`src/rtl/byte_serial_mul_pkg.sv`:
```
// Shared definitions for the byte-serial RV32M multiplier: widths, funct codes and FSM states.
package byte_serial_mul_pkg;

    localparam int unsigned XLEN       = 32;
    localparam int unsigned DIGIT_W    = 8;
    localparam int unsigned NUM_DIGITS = XLEN / DIGIT_W;
    localparam int unsigned CNT_W      = $clog2(NUM_DIGITS);
    localparam int unsigned PP_W       = XLEN + DIGIT_W;

    typedef enum logic [1:0] {
        MUL_OP_MUL    = 2'b00,
        MUL_OP_MULH   = 2'b01,
        MUL_OP_MULHSU = 2'b10,
        MUL_OP_MULHU  = 2'b11
    } mul_op_e;

    typedef enum logic [1:0] {
        ST_IDLE,
        ST_CALC,
        ST_FIX,
        ST_DONE
    } state_e;

    // Two's-complement absolute value; 0x80000000 stays 0x80000000 read as unsigned.
    function automatic logic [XLEN-1:0] magnitude(input logic [XLEN-1:0] v, input logic negative);
        return negative ? (~v + XLEN'(1)) : v;
    endfunction

endpackage

```
`src/rtl/mul_digit_pp.sv`:
```
// Combinational |a| x one multiplier digit partial-product generator.
module mul_digit_pp
    import byte_serial_mul_pkg::*;
(
    input  logic [XLEN-1:0]    a,
    input  logic [DIGIT_W-1:0] digit,
    output logic [PP_W-1:0]    pp
);

    always_comb begin
        pp = PP_W'(a) * PP_W'(digit);
    end

endmodule

```
`src/rtl/byte_serial_mul.sv`:
```
// Multi-cycle RV32M MUL/MULH/MULHSU/MULHU unit consuming |b| one byte per cycle.
// Optional early termination on zero upper bytes of |b|: define MUL_EARLY_OUT_EN.
module byte_serial_mul
    import byte_serial_mul_pkg::*;
(
    input  logic            clk_i,
    input  logic            rst_i,
    input  logic            valid_i,
    output logic            ready_o,
    input  logic [XLEN-1:0] op_a_i,
    input  logic [XLEN-1:0] op_b_i,
    input  logic [1:0]      funct_i,
    output logic            valid_o,
    input  logic            ready_i,
    output logic [XLEN-1:0] result_o,
    output logic            busy_o
);

    state_e             state;
    state_e             state_next;
    mul_op_e            op;
    logic [XLEN-1:0]    a_mag;
    logic [XLEN-1:0]    b_mag;
    logic               neg;
    logic               low_half;
    logic [CNT_W-1:0]   cnt;
    logic [2*XLEN-1:0]  acc;
    logic [2*XLEN-1:0]  acc_fixed;
    logic [2*XLEN-1:0]  pp_shifted;
    logic [DIGIT_W-1:0] digit;
    logic [PP_W-1:0]    pp;
    logic               sign_a;
    logic               sign_b;
    logic               last_digit;

    assign op = mul_op_e'(funct_i);

    always_comb begin
        sign_a = ((op == MUL_OP_MULH) || (op == MUL_OP_MULHSU)) && op_a_i[XLEN-1];
        sign_b = (op == MUL_OP_MULH) && op_b_i[XLEN-1];
    end

    assign digit      = DIGIT_W'(b_mag >> (DIGIT_W * cnt));
    assign pp_shifted = (2*XLEN)'(pp) << (DIGIT_W * cnt);
    assign acc_fixed  = neg ? (~acc + (2*XLEN)'(1)) : acc;

    mul_digit_pp u_pp (
        .a     (a_mag),
        .digit (digit),
        .pp    (pp)
    );

`ifdef MUL_EARLY_OUT_EN
    // Stop once every byte of |b| above the current one is zero.
    assign last_digit = (cnt == CNT_W'(NUM_DIGITS - 1)) ||
                        ((b_mag >> (DIGIT_W * (32'(cnt) + 32'd1))) == '0);
`else
    assign last_digit = (cnt == CNT_W'(NUM_DIGITS - 1));
`endif

    always_ff @(posedge clk_i or posedge rst_i) begin
        if (rst_i) begin
            state <= ST_IDLE;
        end else begin
            state <= state_next;
        end
    end

    always_comb begin
        state_next = state;
        ready_o    = 1'b0;
        valid_o    = 1'b0;
        busy_o     = 1'b1;
        case (state)
            ST_IDLE: begin
                ready_o = 1'b1;
                busy_o  = 1'b0;
                if (valid_i) state_next = ST_CALC;
            end
            ST_CALC: begin
                if (last_digit) state_next = ST_FIX;
            end
            ST_FIX: begin
                state_next = ST_DONE;
            end
            ST_DONE: begin
                valid_o = 1'b1;
                if (ready_i) state_next = ST_IDLE;
            end
            default: begin
                state_next = ST_IDLE;
            end
        endcase
    end

    always_ff @(posedge clk_i or posedge rst_i) begin
        if (rst_i) begin
            a_mag    <= '0;
            b_mag    <= '0;
            neg      <= 1'b0;
            low_half <= 1'b0;
            cnt      <= '0;
            acc      <= '0;
            result_o <= '0;
        end else begin
            case (state)
                ST_IDLE: begin
                    if (valid_i) begin
                        a_mag    <= magnitude(op_a_i, sign_a);
                        b_mag    <= magnitude(op_b_i, sign_b);
                        neg      <= sign_a ^ sign_b;
                        low_half <= (op == MUL_OP_MUL);
                        cnt      <= '0;
                        acc      <= '0;
                    end
                end
                ST_CALC: begin
                    acc <= acc + pp_shifted;
                    cnt <= cnt + CNT_W'(1);
                end
                ST_FIX: begin
                    acc      <= acc_fixed;
                    result_o <= low_half ? acc_fixed[XLEN-1:0] : acc_fixed[2*XLEN-1:XLEN];
                end
                default: begin
                end
            endcase
        end
    end

endmodule

```
`config.mk`:
```
export PLATFORM = sky130hd
export DESIGN_NAME = byte_serial_mul
export DESIGN_NICKNAME = d
export VERILOG_FILES = /design/src/rtl/byte_serial_mul_pkg.sv /design/src/rtl/mul_digit_pp.sv /design/src/rtl/byte_serial_mul.sv
export SDC_FILE = /design/constraint.sdc
export NUM_CORES = 1
export LEC_CHECK = 0
export CAP_MARGIN = 10
export CORE_ASPECT_RATIO = 0.75
export CORE_MARGIN = 2
export CORE_UTILIZATION = 25
export DETAILED_ROUTE_END_ITERATION = 12
export GPL_TIMING_DRIVEN = 0
export HOLD_SLACK_MARGIN = 0.02
export PLACE_DENSITY = 0.46
export SYNTH_ARGS = -nofsm -noshare
export SYNTH_HDL_FRONTEND = slang
export SYNTH_SLANG_ARGS = --single-unit
export TNS_END_PERCENT = 10
```
`constraint.sdc`:
```
create_clock -name clk_i -period 27.6 [get_ports clk_i]
set_clock_uncertainty 0.1 [all_clocks]
set_input_delay 5.52 -clock clk_i [delete_from_list [all_inputs] [get_ports clk_i]]
set_output_delay 5.52 -clock clk_i [all_outputs]
set_load 0.02 [all_outputs]
```
==> flow_summary.yaml, run 1 <==
finish:
  fin_nets: 3207
  post-route-util_pct: 28.7
  syn2layout_area_growth_pct: 14.1
  n_fill_cell: 9468
  finalInstanceArea_mm2: 0.0251
  diodes: 0
  drive_gt1_share_pct: 2.62
critical_path:
  rrSetupSlack_ns: 15.58
  worstPathRequired_ns: 27.84
  crit_buf_inv: 5
  crit_start: "cnt[0]"
  path_common_cell: "fa_1"
  cp_data_arrival_time_ns: 12.26
  critPathTopFamily: "compound AO/OA/AOI/OAI gates"
  critPathLaunchType: "register"
  critPathSlowestCell: "o41ai_1"
  crit_type: "register to register"
  max_stage_delay_ns: 0.91
  r2r-start: "cnt[0]"
  r2r_cells: 33
  setup.worst_path.end_class: "register"
  cp_max_fo: 10
  timing.rr.end: "acc[57]"
route:
  post_drt_wl_per_cell_um: 20.9
  wl_um: 83100
  drc: 0
  vias: 20100
  detail-route-antenna-nets: 0
  viasPerCell: 5.06
  drt_iter0_drc: 1818
  drt_pass1_iterations: 5
die:
  std_cell_rows: 94
  ios: 105
  initial_core_util_pct: 25.1
  die_x_um: 346
  die_height_um: 261
  core_area_mm2: 0.0874
  dieArea_mm2: 0.0902
yosys:
  yosysWarnings: 0
  synth_nets: 3083
  synth_edf_count: 0
  netlist_instances: 2693
  ys_ff_latch: 166
  netlist_top_cells_count: "nand2_1 (332), inv_1 (257), o21ai_0 (252)"
  avgSynthCellArea_um2: 8.15
  netlist.top_cell.by_area: "dfrtp_1"
  netlist_area_mm2: 0.0220
  synthDistinctLibCells: 70
  post-synth-top-count-cell: "nand2_1"
  synth_top_cells_by_area: "dfrtp_1 (19%), fa_1 (17%), ha_1 (7.9%)"
  synthArstFlopShare_pct: 100
  ys.flop_type: "dfrtp_1"
  synth_top_cell_area_share_pct: 18.9
  synth_seq_area_share_pct: 18.9
timing:
  finalSetupTns_ns: 0
  tightest_slew_ns: 1.29
  timing.slew.headroom_pct: 13.8
  drv_slew: 0
  period_minus_slack_ns: 12.02
  setup_viol: 0
  timing.final.crit_share_pct: 43.5
  fmax_mhz: 83.2
  grt_setup_unrepaired: "false"
  setup_ws_ns: 15.58
  hold_viol_final: 0
clock_tree:
  cts_num_sinks: 166
  postCtsHoldBufs: 0
  root_buffer: "clkbuf_16"
  clk_pin_slew_worst_paths_ns: 0.08
  h-tree-depth: 4
  cts_resized: 0
  cts_buffers: 17
  postCtsSetupRepairBufs: 0
  insertion_delay_ns: 0.51
  cts_max_path_buffers: 2
  cts_tree: "built"
global_route:
  grtUsageTotal_pct: 18.5
  antenna_found_initial: 3
  gr-total-overflow: 0
  grt_pass1_vias: 19500
  grt_pass1_wl_um: 126000
  grt_max_degree: 116
placed_design:
  dpl_cell_area_mm2: 0.0245
  finalWeightedCongestion: 0.941
  hpwl_um: 67000
  dp_worst_setup_slack_ns: 15.70
  port_buffers: 104
run_status:
  status: "complete, no violations"
hold_path:
  hp-start: "b_mag[18]"
  hold_depth: 2
  worstHoldPathType: "register to register"
  hold_end: "b_mag[18]"
run:
  drv_cap: 0
## flip-flops by register name, summed over array words and instances (netlist names)
name      flops
acc          64
a_mag        32
b_mag        32
result_o     32
cnt           2
state         2
low_half      1
neg           1
## cells in the final DEF (no fill, tap or decap), types with 19 or more instances in the layout
cell type,instances
mux2i_1,23
nand2_1,332
nand3_1,31
dfrtp_1,166
o31ai_1,28
o221ai_1,21
xnor2_1,114
a21oi_1,166
ha_1,139
nand4_1,19
a21o_1,49
fa_1,181
o21ai_0,252
and2_1,220
nor3_1,35
clkdlybuf4s50_1,104
nor2_1,124
xor2_1,91
clkbuf_1,119
o211ai_1,31
inv_1,256
## layer usage
layer,track usage [%],vias up,wire length (µm)
met3,3.81,65,5570
li1,-,9420,-
met5,0,-,0
met4,4.08,0,1300
met2,26.4,592,34400
met1,28.1,10100,41900
## cell families after synthesis
family	Yosys count	synth area share, %
buffers and inverters	391	6.72
and+or+nand+nor	866	19.5
xor gates and xnor gates	205	8.18
adders and majority gates	320	24.4
DFF	166	18.9
muxes	41	2.43
AOI/OAI and AO/OA	704	19.8
## tightest hold or removal path, delay by kind of cell, from the launching register on
| family | cells | cell delay (ns) |
|---|---|---|
| compound gates | 1 | 0.06 |
| simple gates | 1 | 0.05 |
| flops | 1 | 0.35 |
## worst max path at each step
stage          endpoint  slack, ns  cells after the start
3_3_place_gp   a_mag[9]      14.44                      2
2_1_floorplan  a_mag[0]      17.49                      1
4_1_cts         acc[61]      15.64                     33
3_5_place_dp    acc[61]      15.70                     33
6_report        acc[57]      15.58                     33
5_1_grt         acc[61]      14.80                     33
## layout make-up
cell class	count	area, µm²	share of cell area (%)
clock buffer	17	425	1.70
tap	1152	1440	5.75
inverter	259	980	3.91
timing repair buffer	105	1070	4.26
clock inverter	14	155	0.619
buffer	132	504	2.01
multi-input combinational	2136	16300	65.2
sequential	166	4150	16.6
## per-stage QoR
step,hold WS (ns),std cells
after detailed placement,0.366,3950
final,0.386,3981
after global placement,0.364,3949
after floorplan,0.341,2693
after CTS,0.385,3981
after global routing,0.420,3981
Power of run 1 is not shown: default switching activity piles up to over one toggle a cycle in this logic, so the estimate is an artifact.
==> run 2, diff against run 1 <==
Settings changed: PLACE_DENSITY 0.46 to 0.47.
Clock period 27.6 ns to 10.9 ns, I/O delays scaled along.
==> flow_summary.yaml, run 2 (synthesized netlist as in run 1, its figures left out) <==
run_status:
  status: "complete, no violations"
critical_path:
  critPathLaunchType: "register"
  cp_max_fo: 10
  path_common_cell: "fa_1"
  cp_data_arrival_time_ns: 10.73
  worstPathRequired_ns: 11.16
  crit_type: "register to register"
  critPathSlowestCell: "mux4_2"
  setup.worst_path.end_class: "register"
  max_stage_delay_ns: 0.67
timing:
  setup_viol: 0
  timing.final.crit_share_pct: 96.1
  timing.slew.headroom_pct: 37.0
  period_minus_slack_ns: 10.47
  tightest_slew_ns: 0.945
  hold_viol_final: 0
  fmax_mhz: 95.5
  drv_slew: 0
  grt_setup_unrepaired: "true"
clock_tree:
  postCtsHoldBufs: 0
  root_buffer: "clkbuf_16"
  h-tree-depth: 4
  cts_tree: "built"
  cts_buffers: 17
  cts_max_path_buffers: 2
  insertion_delay_ns: 0.51
  clk_pin_slew_worst_paths_ns: 0.09
  cts_num_sinks: 166
die:
  ios: 105
  initial_core_util_pct: 25.1
  core_area_mm2: 0.0874
  std_cell_rows: 94
  dieArea_mm2: 0.0902
  die_x_um: 346
  die_height_um: 261
route:
  vias: 20100
  wl_um: 82600
  viasPerCell: 5.04
  drt_iter0_drc: 1922
  drt_pass1_iterations: 5
  detail-route-antenna-nets: 0
  post_drt_wl_per_cell_um: 20.7
  drc: 0
global_route:
  grt_max_degree: 100
  gr-total-overflow: 0
  grtUsageTotal_pct: 18.3
  grt_pass1_vias: 19400
  antenna_found_initial: 1
  grt_pass1_wl_um: 125000
finish:
  final_cell_mix: "nand2_1 (332), inv_1 (256), o21ai_0 (249)"
  seq_area_mm2: 0.00415
  layout_commonest_cell: "nand2_1"
  n_fill_cell: 9469
  fin_nets: 3210
  syn2layout_area_growth_pct: 15.2
  largest_reg_flops: 64
  post-route-util_pct: 28.9
  multi_input_area_mm2: 0.0165
  max_flop_register: "acc"
  drive_gt1_share_pct: 3.95
placed_design:
  finalWeightedCongestion: 0.941
  hpwl_um: 66400
  port_buffers: 104
hold_path:
  worstHoldPathType: "register to register"
run:
  drv_cap: 0
run 2: layout make-up:
class	instances	share of cell area (%)
repair buffers	108	4.31
clock inverters	15	0.791
inverters	259	3.87
flip-flops and latches	166	16.4
multi-input cells	2136	65.1
diodes	4	0.0396
clock buffers	17	1.68
well taps	1152	5.70
plain buffers	132	2.08
run 2: worst paths after layout:
path                            from   endpoint  slack (ns)  cells after the start
min reg2reg                b_mag[23]  b_mag[23]        0.39                      2
min                        b_mag[23]  b_mag[23]        0.39                      2
max in group asynchronous      rst_i   a_mag[9]        7.79                      3
max reg2reg                   cnt[0]    acc[56]        0.43                     34
max                           cnt[0]    acc[56]        0.43                     34
min in group asynchronous      rst_i   state[1]        2.07                      2
run 2: what timing repair did:
action | in CTS | in global routing
setup endpoints to repair | 18 | 13
pin swaps | 1 | 1
buffers inserted | 2 | 0
resized for setup | 12 | 43
run 2: through the flow:
stage,instances,hold slack (ns),TNS [ns],cell area [µm²],worst slack (ns)
6_report,3989,0.388,0,25300,0.429
5_1_grt,3985,0.411,-0.0242,25300,-0.0242
4_1_cts,3984,0.394,0,25200,0.104
3_5_place_dp,3950,0.377,-8.55,24500,-0.857
3_3_place_gp,3949,0.363,-10.21,24400,-0.974
2_1_floorplan,2693,0.341,0,22000,1.68
run 2: worst max-delay path: cells and delay by family (launching register included):
kind | cells | cell delay [ns]
XOR/XNOR | 2 | 0.41
AO/OA/AOI/OAI | 10 | 2.66
multiplexers | 2 | 1.00
adder cells (fa/ha/maj) | 6 | 2.67
flip-flops | 1 | 0.37
AND/OR/NAND/NOR | 8 | 1.94
buffers and inverters | 6 | 1.16
run 2: routing by layer:
layer	vias to the layer above	part of all wire, %	GRT usage (%)
met5	-	0	0
met4	0	1.4	3.93
met3	60	5.9	2.92
met2	557	42	26.3
met1	10000	51	28.4
li1	9425	-	-
Power of run 2 is left out for the same reason.
